`src/rtl/lcd_frame_sync_ctrl_if.sv`:
```
// Signal bundle between the frame-sync controller and the FIFO / LCD timing side.
// The controller takes the slave view; the surrounding video path drives the master view.
interface lcd_frame_sync_ctrl_if #(
  parameter int unsigned FIFO_AW = 10
);
  logic               cam_vs;
  logic [FIFO_AW-1:0] fifo_rdusedw;
  logic               fifo_rdempty;
  logic               lcd_de;
  logic               fifo_aclr;
  logic               timing_rst_n;
  logic               sync_ok;
  logic [7:0]         underflow_cnt;
  logic [7:0]         resync_cnt;

  modport master (
    output cam_vs, fifo_rdusedw, fifo_rdempty, lcd_de,
    input  fifo_aclr, timing_rst_n, sync_ok, underflow_cnt, resync_cnt
  );

  modport slave (
    input  cam_vs, fifo_rdusedw, fifo_rdempty, lcd_de,
    output fifo_aclr, timing_rst_n, sync_ok, underflow_cnt, resync_cnt
  );
endinterface

```
`src/rtl/lcd_frame_sync_ctrl.sv`:
```
// Aligns the LCD timing generator to camera frames: flush the video FIFO on camera VS,
// prefill it, release the timing generator, and re-align after underflow.
module lcd_frame_sync_ctrl #(
  parameter int unsigned FIFO_AW            = 10,
  parameter int unsigned PREFILL_LEVEL      = 400,
  parameter int unsigned FLUSH_CYCLES       = 4,
  parameter int unsigned PREFILL_TIMEOUT    = 800000,
  parameter int unsigned RESYNC_EVERY_FRAME = 0
) (
  input  logic                 video_clk,
  input  logic                 rst_n,
  lcd_frame_sync_ctrl_if.slave bus
);

  typedef enum logic [2:0] {
    StIdle    = 3'd0,
    StWaitVs  = 3'd1,
    StFlush   = 3'd2,
    StPrefill = 3'd3,
    StRun     = 3'd4
  } state_e;

  localparam logic [FIFO_AW-1:0] PrefillLvl = FIFO_AW'(PREFILL_LEVEL);
  localparam logic [3:0]         FlushLast  = 4'(FLUSH_CYCLES - 1);
  localparam logic [19:0]        ToLast     = 20'(PREFILL_TIMEOUT - 1);

  function automatic logic [7:0] sat_inc(input logic [7:0] v);
    return (v == 8'hFF) ? v : v + 8'd1;
  endfunction

  state_e      state_q, state_d;
  logic        s1_q, s2_q, s3_q;
  logic [3:0]  flush_cnt_q, flush_cnt_d;
  logic [19:0] to_cnt_q, to_cnt_d;
  logic        err_q, err_d;
  logic [7:0]  ucnt_q, ucnt_d;
  logic [7:0]  rcnt_q, rcnt_d;
  logic        aclr_q, aclr_d;
  logic        trst_n_q, trst_n_d;
  logic        ok_q, ok_d;
  logic        vs_rise;
  logic        underflow;

  // cam_vs is asynchronous: two-flop synchronizer plus one edge-detect stage.
  assign vs_rise   = s2_q & ~s3_q;
  assign underflow = bus.lcd_de & bus.fifo_rdempty;

  always_ff @(posedge video_clk) begin
    if (!rst_n) begin
      state_q     <= StIdle;
      s1_q        <= 1'b0;
      s2_q        <= 1'b0;
      s3_q        <= 1'b0;
      flush_cnt_q <= '0;
      to_cnt_q    <= '0;
      err_q       <= 1'b0;
      ucnt_q      <= '0;
      rcnt_q      <= '0;
    end else begin
      state_q     <= state_d;
      s1_q        <= bus.cam_vs;
      s2_q        <= s1_q;
      s3_q        <= s2_q;
      flush_cnt_q <= flush_cnt_d;
      to_cnt_q    <= to_cnt_d;
      err_q       <= err_d;
      ucnt_q      <= ucnt_d;
      rcnt_q      <= rcnt_d;
    end
  end

  always_comb begin
    state_d     = state_q;
    flush_cnt_d = flush_cnt_q;
    to_cnt_d    = to_cnt_q;
    err_d       = err_q;
    ucnt_d      = ucnt_q;
    rcnt_d      = rcnt_q;
    case (state_q)
      StIdle: state_d = StWaitVs;
      StWaitVs: begin
        if (vs_rise) begin
          state_d     = StFlush;
          flush_cnt_d = '0;
          err_d       = 1'b0;
        end
      end
      StFlush: begin
        flush_cnt_d = flush_cnt_q + 4'd1;
        if (flush_cnt_q == FlushLast) begin
          state_d  = StPrefill;
          to_cnt_d = '0;
        end
      end
      StPrefill: begin
        to_cnt_d = to_cnt_q + 20'd1;
        // Reaching the fill level wins over a timeout in the same cycle.
        if (bus.fifo_rdusedw >= PrefillLvl) begin
          state_d = StRun;
        end else if (to_cnt_q == ToLast) begin
          state_d = StWaitVs;
          rcnt_d  = sat_inc(rcnt_q);
        end
      end
      StRun: begin
        if (underflow) begin
          ucnt_d = sat_inc(ucnt_q);
          err_d  = 1'b1;
        end
        if (vs_rise && (err_q || underflow)) begin
          state_d     = StFlush;
          flush_cnt_d = '0;
          err_d       = 1'b0;
          rcnt_d      = sat_inc(rcnt_q);
        end else if (vs_rise && (RESYNC_EVERY_FRAME != 0)) begin
          state_d     = StFlush;
          flush_cnt_d = '0;
          err_d       = 1'b0;
        end
      end
      default: state_d = StIdle;
    endcase
  end

  // Outputs are registered from the next-state decode so they track state_q exactly.
  always_comb begin
    aclr_d   = 1'b1;
    trst_n_d = 1'b0;
    ok_d     = 1'b0;
    case (state_d)
      StPrefill: aclr_d = 1'b0;
      StRun: begin
        aclr_d   = 1'b0;
        trst_n_d = 1'b1;
        ok_d     = 1'b1;
      end
      default: ;
    endcase
  end

  always_ff @(posedge video_clk) begin
    if (!rst_n) begin
      aclr_q   <= 1'b1;
      trst_n_q <= 1'b0;
      ok_q     <= 1'b0;
    end else begin
      aclr_q   <= aclr_d;
      trst_n_q <= trst_n_d;
      ok_q     <= ok_d;
    end
  end

  assign bus.fifo_aclr     = aclr_q;
  assign bus.timing_rst_n  = trst_n_q;
  assign bus.sync_ok       = ok_q;
  assign bus.underflow_cnt = ucnt_q;
  assign bus.resync_cnt    = rcnt_q;

endmodule

```
`src/flat_wrapper.sv`:
```
// flat-port wrapper written by rule: the top's interface ports become plain ports
module lcd_frame_sync_ctrl_flat 
#(
  parameter int unsigned FIFO_AW            = 10,
  parameter int unsigned PREFILL_LEVEL      = 400,
  parameter int unsigned FLUSH_CYCLES       = 4,
  parameter int unsigned PREFILL_TIMEOUT    = 800000,
  parameter int unsigned RESYNC_EVERY_FRAME = 0
)
  (video_clk, rst_n, bus_cam_vs, bus_fifo_rdusedw, bus_fifo_rdempty, bus_lcd_de, bus_fifo_aclr, bus_timing_rst_n, bus_sync_ok, bus_underflow_cnt, bus_resync_cnt);
  lcd_frame_sync_ctrl_if #(.FIFO_AW(FIFO_AW)) bus_i ();
  input  logic video_clk;
  input  logic rst_n;
  input wire logic [$bits(bus_i.cam_vs)-1:0] bus_cam_vs;
  input wire logic [$bits(bus_i.fifo_rdusedw)-1:0] bus_fifo_rdusedw;
  input wire logic [$bits(bus_i.fifo_rdempty)-1:0] bus_fifo_rdempty;
  input wire logic [$bits(bus_i.lcd_de)-1:0] bus_lcd_de;
  output wire logic [$bits(bus_i.fifo_aclr)-1:0] bus_fifo_aclr;
  output wire logic [$bits(bus_i.timing_rst_n)-1:0] bus_timing_rst_n;
  output wire logic [$bits(bus_i.sync_ok)-1:0] bus_sync_ok;
  output wire logic [$bits(bus_i.underflow_cnt)-1:0] bus_underflow_cnt;
  output wire logic [$bits(bus_i.resync_cnt)-1:0] bus_resync_cnt;
  assign bus_i.cam_vs = bus_cam_vs;
  assign bus_i.fifo_rdusedw = bus_fifo_rdusedw;
  assign bus_i.fifo_rdempty = bus_fifo_rdempty;
  assign bus_i.lcd_de = bus_lcd_de;
  assign bus_fifo_aclr = bus_i.fifo_aclr;
  assign bus_timing_rst_n = bus_i.timing_rst_n;
  assign bus_sync_ok = bus_i.sync_ok;
  assign bus_underflow_cnt = bus_i.underflow_cnt;
  assign bus_resync_cnt = bus_i.resync_cnt;
  lcd_frame_sync_ctrl #(.FIFO_AW(FIFO_AW), .PREFILL_LEVEL(PREFILL_LEVEL), .FLUSH_CYCLES(FLUSH_CYCLES), .PREFILL_TIMEOUT(PREFILL_TIMEOUT), .RESYNC_EVERY_FRAME(RESYNC_EVERY_FRAME)) u_core (.video_clk(video_clk), .rst_n(rst_n), .bus(bus_i));
endmodule
```
`config.mk`:
```
export PLATFORM = sky130hd
export DESIGN_NAME = lcd_frame_sync_ctrl_flat
export DESIGN_NICKNAME = d
export VERILOG_FILES = /design/src/rtl/lcd_frame_sync_ctrl_if.sv /design/src/rtl/lcd_frame_sync_ctrl.sv /design/src/flat_wrapper.sv
export SDC_FILE = /design/constraint.sdc
export NUM_CORES = 1
export LEC_CHECK = 0
export CAP_MARGIN = 15
export CORE_ASPECT_RATIO = 1.75
export CORE_MARGIN = 1.5
export CORE_UTILIZATION = 55
export DETAILED_ROUTE_END_ITERATION = 6
export PLACE_DENSITY = 0.86
export SLEW_MARGIN = 20
export SYNTH_ARGS = -nofsm -noshare
export SYNTH_HDL_FRONTEND = slang
export SYNTH_SLANG_ARGS = --single-unit
```
`constraint.sdc`:
```
create_clock -name video_clk -period 2.9 [get_ports video_clk]
set_input_delay 0.58 -clock video_clk [delete_from_list [all_inputs] [get_ports video_clk]]
set_output_delay 0.58 -clock video_clk [all_outputs]
set_load 0.01 [all_outputs]
```
==> summary.md <==
| Metric | Value |
|---|---|
| Final Hold Vio Count | `0` |
| Residual DRC | `0` |
| Vias in the first global route | `2097` |
| DR iter-0 viols | `47` |
| Clock Skew | `0.005246 ns` |
| Sequential share of power | `52.1%` |
| Primary FF master, synth | `dfxtp_1` |
| Horiz. Die Dim | `roughly 53 um` |
| Worst endpoint required time | `3.14 ns` |
| Sequential area share after synthesis | `~41%` |
| Library cells used by synthesis | `50` |
| Critical path type | `in -> reg` |
| Arr. time, crit path | `2.49 ns` |
| Syn Nets | `300` |
| Setup bufs post-CTS | `0` |
| Synth top area cells | `dfxtp_1 (41%), nand2_1 (5.0%), nor2_1 (4.4%), mux2i_1 (4.1%), nand3_1 (3.9%)` |
| Crit path buf inv count | `1` |
| I/O pin count | `34` |
| Number of synthesized register bits | `49` |
| Power share of the combinational group | `4.2%` |
| Worst hold path class | `reg -> reg` |
| Initial Util | `57.65%` |
| Vias | `between 2000 and 2500` |
| CTS resizes | `0` |
| Initial antenna violation count | `0` |
| Share of post-route cells with drive strength above 1 | `7.987%` |
| Crit path time final | `about 2.2 ns` |
| Cells after Synth | `281` |
| TritonCTS clock tree | `yes` |
| FFs w/ async S/R, synth | `0%` |
| DRT Pass-1 Iters | `4` |
| RSZ-0062 raised after global routing | `no` |
| Diode count | `0` |
| Final period utilization | `77.44%` |
| Post-synth top cells | `dfxtp_1 (49), nand2_1 (32), nor2_1 (28)` |
| Power share of the clock group | `43.7%` |
| Status | `finished clean` |
| GPL Wtd Cong | `0.8047` |
| Power Internal | `~1.0 mW` |
| TNS Setup | `0 ns` |
| Pwr/cell area | `455.3 nW/um^2` |
| Worst Max-Slew Pin Slew | `0.6371 ns` |
| Max-slew headroom | `between 50% and 60%` |
| MaxCap Viol Count | `0` |
| Nets | `331` |
| Hold-fix buffers, CTS | `0` |
| Area delta synth->final | `19.22%` |
| Maximum vdd drop | `384.0 uV` |
| Final Setup Violations | `0` |
| Row cnt | `31` |
| EDFF count, synth | `0` |
| Slowest CP cell | `or4_1` |
| Buffers on Ports | `29` |
| DIE AREA | `4813 sq um` |
| Setup crit start kind | `primary input` |
| Pin count of the biggest net entering global routing | `19` |
| Area leader, netlist | `dfxtp_1` |
| Top Usage Layer GRT | `met2` |
| Hold Worst Slack | `0.4424 ns` |
| CP Max Fanout | `6` |
| Endpoint type of the worst setup path | `flop` |
| Post-Syn Area | `2415 sq um` |
| Crit path cell chain | `clkdlybuf4s50_1 -> o311a_1 -> o21ai_0 -> nand2_1 -> or4_1 -> a21oi_1` |
| Max frequency | `0.4453 GHz` |
| Overall Global Routing Usage | `24.50%` |
| M2 GR Usage | `42.71%` |
| CTS root buffer | `clkbuf_8` |
| Average size of a mapped cell | `8.594 sq um` |
| Grt met3 use | `4.139%` |
| Final wirelength | `5.372 mm` |
| Max-slew violations | `0` |
| Placed Cells | `between 300 and 400` |
| Detail Placement HPWL | `3.780 mm` |
| Synth top area share | `just over 40%` |
| Sw Share | `roughly 20%` |
| Final ANT Viol Nets | `0` |
| First-pass GRT wire length | `9.059 mm` |
| H-tree level count | `2` |
| Core region area | `between 4000 and 5000 sq um` |
| Leakage | `a little over 1 nW` |
| Routed wire length per instance | `14.84 um` |
| TritonCTS Buffers | `5` |
| Avg Vias per Cell | `6.088` |
| Clock Sinks | `49` |
| Yosys warns | `0` |
| P_sw | `264.8 uW` |
| Post-route non-filler standard cell count | `about 360` |
| Clock Pin Slew Worst Setup and Hold Paths | `0.09 ns` |
| Remaining Overflow, GRT | `0` |
| Cell family with most CP delay | `compound AO/OA/AOI/OAI gates` |
| CTS max path bufs | `2` |
| Skew-Pair Late Insertion Delay | `0.31 ns` |
| Top-count cell post-synth | `dfxtp_1` |
| Met1 usage | `26.61%` |
| Slowest cell delay on critical path | `0.50 ns` |
| Die extent in y | `90.66 um` |
## state kept, by name, summed over array words and instances (netlist names), 3 cells and up
| register | count |
|---|---|
| u_core.bus.underflow_cnt | 8 |
| u_core.bus.resync_cnt | 8 |
| u_core.flush_cnt_q | 4 |
| u_core.state_q | 3 |
| u_core.to_cnt_q | 20 |
## area by class of cell
cell class | instances | area, sq um
fill | 332 | 1310
sequential | 49 | 980.9
timing repair buffer | 34 | 327.8
tap | 49 | 61.31
inverter | 2 | 7.507
clock buffer | 5 | 68.82
clock inverter | 3 | 65.06
multi-input combinational | 220 | 1368
## path summary, 6_finish.rpt
check                 startpoint  cells after the start  slack (ns)                       end
max reg2reg    u_core.state_q[1]                      5        0.73        u_core.to_cnt_q[9]
min                  u_core.s1_q                      1        0.44               u_core.s2_q
min reg2reg          u_core.s1_q                      1        0.44               u_core.s2_q
max          bus_fifo_rdusedw[6]                      6        0.65  u_core.bus.resync_cnt[6]
## layer usage
layer / share of wire (%) / wire length, um / up-vias
met5: 0 / 0 / -
met4: 3.5 / 189 / 0
met1: 40 / 2134 / 1042
met2: 53 / 2854 / 60
met3: 3.6 / 194 / 19
li1: - / - / 1083
## cells by family (layout without fill, tap and decap cells)
logic type / count (synthesis) / after routing / synth area share (%)
AO/OA/AOI/OAI: 48 / 48 / 13.11
multiplexers: 12 / 12 / 5.078
adder cells (fa/ha/maj): 4 / 4 / 2.073
buffers and inverters: 12 / 44 / 2.746
XOR/XNOR: 10 / 10 / 3.627
flip-flops: 49 / 49 / 40.62
AND/OR/NAND/NOR: 146 / 146 / 32.75
## power by group through the flow
stage | logic [mW] | clock network (mW) | registers [mW]
2_1_floorplan | 0.0340 | 0 | 0.697
3_3_place_gp | 0.0535 | 0 | 0.698
3_5_place_dp | 0.0547 | 0 | 0.699
4_1_cts | 0.0553 | 0.577 | 0.683
5_1_grt | 0.0610 | 0.609 | 0.684
6_report | 0.0554 | 0.572 | 0.683
## worst register-to-register path: stages (launching register included)
cell,delay [ns]
dfxtp_1,0.43
nor3b_1,0.43
nand3_1,0.58
nand2_1,0.31
a21boi_0,0.12
o21a_1,0.20
## stage by stage
stage / power (mW) / util [%] / instance area, sq um / worst slack, ns
after floorplan: 0.7306 / - / 2415 / 0.8356
after global placement: 0.7519 / 65.53 / 2745 / 0.4090
after detailed placement: 0.7535 / 65.53 / 2745 / 0.3539
after CTS: 1.315 / 68.73 / 2879 / 0.6661
after global routing: 1.354 / 68.73 / 2879 / 0.5115
final: 1.311 / 68.73 / 2879 / 0.6544
## layout by cell type (no fill, tap or decap), types with 6 or more instances in the layout
master	n
dfxtp_1	49
nand2_1	32
clkdlybuf4s50_1	29
nor2_1	28
nand3_1	19
a21oi_1	17
nand4_1	12
mux2i_1	10
nand2b_1	9
and2_1	7
o21ai_0	7
nor3_1	7
xor2_1	6
No activity file was read; power rests on OpenSTA's default activity.
